--- src/rtl/spi_m_tx.sv ---
// SPI mode-0 transmit-only master: byte stream in, NSS/SCLK/MOSI out, MSB first.
// Frames span bytes until one is qualified by i_tx_last; every output is a flop.
module spi_m_tx #(
  parameter int CLK_DIV  = 4,
  parameter int CS_SETUP = 2,
  parameter int CS_HOLD  = 2,
  parameter int CS_GAP   = 4
) (
  input  logic       i_clk,
  input  logic       i_reset,
  input  logic [7:0] i_tx_data,
  input  logic       i_tx_valid,
  input  logic       i_tx_last,
  output logic       o_tx_ready,
  output logic       o_busy,
  output logic       o_done,
  output logic       o_spi_mosi,
  output logic       o_spi_nss,
  output logic       o_spi_clk
);

  localparam int BIT_LEN = 2 * CLK_DIV;
  localparam int M1      = (CS_SETUP > BIT_LEN) ? CS_SETUP : BIT_LEN;
  localparam int M2      = (CS_HOLD > CS_GAP) ? CS_HOLD : CS_GAP;
  localparam int CMAX    = (M1 > M2) ? M1 : M2;
  localparam int CW      = (CMAX > 1) ? $clog2(CMAX) : 1;

  typedef logic [CW-1:0] cnt_t;
  typedef enum logic [2:0] {S_IDLE, S_SETUP, S_SHIFT, S_NEXT, S_HOLD, S_GAP} state_t;

  state_t     r_state, w_state;
  cnt_t       r_cnt, w_cnt, w_cnt_inc;
  logic [2:0] r_bit, w_bit;
  logic [7:0] r_sh, w_sh;
  logic       r_last, w_last;
  logic       r_nss, r_sclk, r_mosi, r_ready, r_busy, r_done;
  logic       w_nss, w_sclk, w_mosi, w_ready, w_busy, w_done, w_xfer;

  assign w_cnt_inc = r_cnt + cnt_t'(1);
  assign w_xfer    = i_tx_valid & r_ready;

  always_comb begin
    w_state = r_state;
    w_cnt   = r_cnt;
    w_bit   = r_bit;
    w_sh    = r_sh;
    w_last  = r_last;
    w_nss   = r_nss;
    w_sclk  = r_sclk;
    w_mosi  = r_mosi;
    w_ready = 1'b0;
    w_done  = 1'b0;
    case (r_state)
      S_IDLE: begin
        w_nss   = 1'b1;
        w_sclk  = 1'b0;
        w_mosi  = 1'b0;
        w_ready = 1'b1;
        if (w_xfer) begin
          w_state = S_SETUP;
          w_cnt   = '0;
          w_sh    = i_tx_data;
          w_last  = i_tx_last;
          w_nss   = 1'b0;
          w_mosi  = i_tx_data[7];
          w_ready = 1'b0;
        end
      end
      S_SETUP: begin
        if (r_cnt == cnt_t'(CS_SETUP - 1)) begin
          w_state = S_SHIFT;
          w_cnt   = '0;
          w_bit   = '0;
        end else w_cnt = w_cnt_inc;
      end
      S_SHIFT: begin
        // bit cell: CLK_DIV cycles low then CLK_DIV high; MOSI moves only as SCLK falls
        if (r_cnt == cnt_t'(BIT_LEN - 1)) begin
          w_cnt  = '0;
          w_sclk = 1'b0;
          if (r_bit == 3'd7) begin
            w_state = r_last ? S_HOLD : S_NEXT;
            w_ready = ~r_last;
          end else begin
            w_bit  = r_bit + 3'd1;
            w_sh   = {r_sh[6:0], 1'b0};
            w_mosi = r_sh[6];
          end
        end else begin
          w_cnt  = w_cnt_inc;
          w_sclk = (w_cnt_inc >= cnt_t'(CLK_DIV));
        end
      end
      S_NEXT: begin
        w_ready = 1'b1;
        if (w_xfer) begin
          w_state = S_SHIFT;
          w_cnt   = '0;
          w_bit   = '0;
          w_sh    = i_tx_data;
          w_last  = i_tx_last;
          w_mosi  = i_tx_data[7];
          w_ready = 1'b0;
        end
      end
      S_HOLD: begin
        if (r_cnt == cnt_t'(CS_HOLD - 1)) begin
          w_state = S_GAP;
          w_cnt   = '0;
          w_nss   = 1'b1;
          w_mosi  = 1'b0;
          w_done  = 1'b1;
        end else w_cnt = w_cnt_inc;
      end
      S_GAP: begin
        // back-to-back frames see NSS high for CS_GAP cycles plus the accepting IDLE cycle
        if (r_cnt == cnt_t'(CS_GAP - 1)) begin
          w_state = S_IDLE;
          w_ready = 1'b1;
        end else w_cnt = w_cnt_inc;
      end
      default: w_state = S_IDLE;
    endcase
    w_busy = (w_state != S_IDLE);
  end

  always_ff @(posedge i_clk) begin
    if (i_reset) begin
      r_state <= S_IDLE;
      r_cnt   <= '0;
      r_bit   <= '0;
      r_sh    <= '0;
      r_last  <= 1'b0;
      r_nss   <= 1'b1;
      r_sclk  <= 1'b0;
      r_mosi  <= 1'b0;
      r_ready <= 1'b0;
      r_busy  <= 1'b0;
      r_done  <= 1'b0;
    end else begin
      r_state <= w_state;
      r_cnt   <= w_cnt;
      r_bit   <= w_bit;
      r_sh    <= w_sh;
      r_last  <= w_last;
      r_nss   <= w_nss;
      r_sclk  <= w_sclk;
      r_mosi  <= w_mosi;
      r_ready <= w_ready;
      r_busy  <= w_busy;
      r_done  <= w_done;
    end
  end

  assign o_tx_ready = r_ready;
  assign o_busy     = r_busy;
  assign o_done     = r_done;
  assign o_spi_mosi = r_mosi;
  assign o_spi_nss  = r_nss;
  assign o_spi_clk  = r_sclk;

endmodule
--- config.mk ---
export PLATFORM = sky130hd
export DESIGN_NAME = spi_m_tx
export DESIGN_NICKNAME = d
export VERILOG_FILES = /design/src/rtl/spi_m_tx.sv
export SDC_FILE = /design/constraint.sdc
export NUM_CORES = 1
export LEC_CHECK = 0
export BUFFER_PORTS_ARGS = -buffer_cell sky130_fd_sc_hd__buf_2
export CORE_MARGIN = 5
export CORE_UTILIZATION = 35
export CTS_CLUSTER_DIAMETER = 50
export CTS_CLUSTER_SIZE = 30
export DETAILED_ROUTE_END_ITERATION = 6
export PLACE_DENSITY = 0.64
export SYNTH_ARGS = -nofsm -noshare
export SYNTH_HDL_FRONTEND = slang
export SYNTH_SLANG_ARGS = --single-unit
--- constraint.sdc ---
create_clock -name i_clk -period 3.45 [get_ports i_clk]
set_input_delay 0.69 -clock i_clk [delete_from_list [all_inputs] [get_ports i_clk]]
set_output_delay 0.69 -clock i_clk [all_outputs]
set_load 0.01 [all_outputs]
==> qor.csv <==
stage;metric;value;unit
worst_setup_path;reg2reg setup slack;1.33;ns
layout;FILL cells;413;
layout;multi-input logic area;867;um^2
clock_network;hold_buf cts;0;
worst_setup_path;CP endpoint kind;flip-flop;
clock_network;Root Driver;clkbuf_8;
worst_setup_path;delay-heaviest family, CP;flip-flops;
layout;# diodes;0;
synth;share of Yosys cell area claimed by the top area cell type;0.328;
worst_setup_path;worst r2r src;r_state[2];
worst_setup_path;Worst Path Arrival;2.33;ns
clock_network;post-CTS setup buffers;0;
synth;Seq/Total Area, Yosys;0.328;
placed_design;dpl hpwl;2.17;mm
sta;Final Hold Fails;0;
synth;dominant cell type by area after synthesis;dfxtp_1;
worst_setup_path;WS Path Type;flip-flop to flip-flop;
worst_setup_path;CP required;3.66;ns
worst_setup_path;CP max FO;23;
synth;YS warnings;0;
drt;antenna-violating nets left;0;
synth;post-synthesis cell count;161;
drt;total vias in the final route;1184;
clock_network;maximum root-to-sink buffer count;2;
pwr;worst vdd ir;0.140;mV
worst_setup_path;Critical R2R Capture;r_bit[1];
drt;Routed WL;3.09;mm
die;Top Ports;18;
clock_network;CTS tree;built;
placed_design;PortBufs;17;
synth;Seq cells post-synth;23;
worst_setup_path;Worst path slowest cell;dfxtp_1;
sta;Final Setup Violations;0;
sta;Max Transition Viols Final;0;
placed_design;global placer's final weighted congestion;0.794;
worst_setup_path;slowest cell delay on critical path;0.78;ns
die;num rows;23;
layout;nets@finish;192;
global_route;vias in the first global route;1198;
global_route;pin count of the biggest net entering global routing;28;
drt;Starting DRT DRC Count;52;
synth;post-synthesis async set-or-reset flop share;0;
synth;Area contributors post-synth;dfxtp_1 33%, mux2i_1 7.1%, ha_1 5.3%;
die;Starting Density;0.356;
global_route;Total GRT Usage;0.130;
drt;Vias per Instance;5.31;
worst_setup_path;Worst Reg2Reg Path Length in Cells;4;
synth;commonest cells in the netlist;23 x dfxtp_1, 13 x nor2_1, 11 x nand2_1, 10 x mux2i_1, 9 x nor2b_1;
sta;unrepaired setup endpoints after global routing;no;
die;die area;0.00538;mm^2
global_route;total congestion overflow;0;
pwr;P_leak;0.000625;uW
die;core area;0.00394;mm^2
clock_network;clk slew on worst S/H paths;0.09;ns
synth;Syn Nets;179;
drt;drt first pass iters;4;
hold_path;Hold Path Depth;2;
global_route;initial antenna violation count;0;
sta;minimum clock period;2.12;ns
synth;number of flops mapped to enable cells by yosys;0;
synth;Cell Area, Synth;0.00140;mm^2
hold_path;Worst Hold Path EP;o_spi_clk;
layout;final core occ;0.393;
sta;f_max;471;MHz
sta;Rel. slew slack;0.440;
worst_setup_path;WP buf/inv;1;
synth;main flop type after synthesis;dfxtp_1;
run_status;outcome;complete, no violations;
sta;final worst path period share;0.615;
die;die height;73.3;um
pwr;pwr/cell area;354;mW/mm^2
layout;share of cells above drive strength 1;0.179;
worst_setup_path;critical path startpoint category;flip-flop;
synth;synthesized area per cell;8.72;um^2
sta;skew final;0.00814;ns
die;Die X-Extent;73.3;um
clock_network;post_cts resized;0;
drt;DR WL/cell;13.9;um
worst_setup_path;critical-path cell list;clkinv_1, and4_1, or3_1, o21ai_1;
clock_network;clock sink count;23;
clock_network;H-Tree Depth;1;
hold_path;Hold Path Class;flip-flop to flip-flop;
global_route;first-pass GRT wire length;5.39;mm
layout;Sequential cell area;460;um^2
hold_path;HP Start;o_spi_clk;
clock_network;TritonCTS Buffers;3;
sta;setup_tns;0;ns
drt;DRC Markers;0;
layout;Area growth syn-to-layout;10.2;%
clock_network;Clock Latency Late Sink;0.27;ns
synth;top-count cell post-synth;dfxtp_1;
synth;Synth cell types;47;
flow_run;max cap viols;0;
sta;Slew @ Worst Pin;0.839;ns
==> through the flow <==
step / worst slack (ns) / total power (uW) / hold WS (ns) / area (um^2) / instances
6_report: 1.33 / 548 / 0.477 / 1550 / 223
3_5_place_dp: 1.34 / 383 / 0.462 / 1500 / 219
3_3_place_gp: 1.36 / 383 / 0.462 / 1500 / 219
4_1_cts: 1.33 / 559 / 0.486 / 1550 / 223
5_1_grt: 1.05 / 577 / 0.515 / 1550 / 223
2_1_floorplan: 1.73 / 362 / 0.455 / 1400 / 161
==> where the power goes <==
| part | switching (uW) | internal (uW) |
|---|---|---|
| Combinational | 44.5 | 41.2 |
| Sequential | 14.6 | 277 |
| Clock | 89.6 | 80.8 |
| Total | 149 | 399 |
==> worst min-delay path, stage by stage (launching register included) <==
cell,delay [ns]
dfxtp_1,0.31
o21ai_0,0.06
a21oi_1,0.06
==> area by class of cell <==
| type | instances | share of cell area |
|---|---|---|
| tap | 50 | 0.0404 |
| sequential | 23 | 0.297 |
| clock buffer | 3 | 0.0267 |
| clock inverter | 1 | 0.00323 |
| multi-input combinational | 122 | 0.560 |
| timing repair buffer | 17 | 0.0550 |
| inverter | 7 | 0.0170 |
==> metal layers <==
metal / GRT usage / wire length, um / vias to the layer above
met5: 0 / 0 / -
met4: 0.0785 / 80 / 0
met3: 0.0178 / 70 / 5
met2: 0.205 / 1430 / 15
met1: 0.169 / 1510 / 556
li1: - / - / 608
==> cell usage in the layout, fill, tap and decap left out, types with 2 or more instances in the layout <==
master | synthesis | final
a211oi_1 | 4 | 4
a21o_1 | 2 | 2
a21oi_1 | 8 | 8
and4_1 | 2 | 2
buf_2 | 1 | 17
clkbuf_8 | 0 | 3
clkinv_1 | 2 | 2
dfxtp_1 | 23 | 23
ha_1 | 6 | 6
inv_1 | 5 | 5
mux2_2 | 6 | 6
mux2i_1 | 10 | 10
nand2_1 | 11 | 11
nand2b_1 | 5 | 5
nand3_1 | 6 | 6
nor2_1 | 13 | 13
nor2b_1 | 9 | 9
nor3_1 | 2 | 2
nor3b_1 | 2 | 2
o211ai_1 | 2 | 2
o21ai_0 | 4 | 4
o21ai_1 | 5 | 5
o311ai_0 | 3 | 3
==> kinds of logic after synthesis <==
kind of cell,share of synthesized area
and+or+nand+nor,0.231
AOI/OAI and AO/OA,0.194
DFF,0.328
buffers and inverters,0.0544
muxes,0.119
adders and majority gates,0.0535
xor gates and xnor gates,0.0196
==> state kept, by name, summed over array words and instances, names as in the netlist <==
register / cells
r_last: 1
r_sh: 7
r_state: 3
o_spi_clk: 1
o_spi_mosi: 1
r_bit: 3
o_busy: 1
r_cnt: 3
o_tx_ready: 1
o_done: 1
o_spi_nss: 1
==> worst max-delay path by stage <==
stage | end | cells past startpoint | start | slack (ns)
finish | r_bit[1] | 4 | r_state[2] | 1.33
global route | r_bit[2] | 4 | r_state[2] | 1.05
CTS | r_bit[2] | 4 | r_state[2] | 1.33
detailed placement | r_bit[2] | 4 | r_state[2] | 1.34
global placement | r_bit[0] | 4 | r_state[2] | 1.36
floorplan | r_sh[0] | 4 | i_reset | 1.73
No activity file was read; power rests on OpenSTA's default activity.
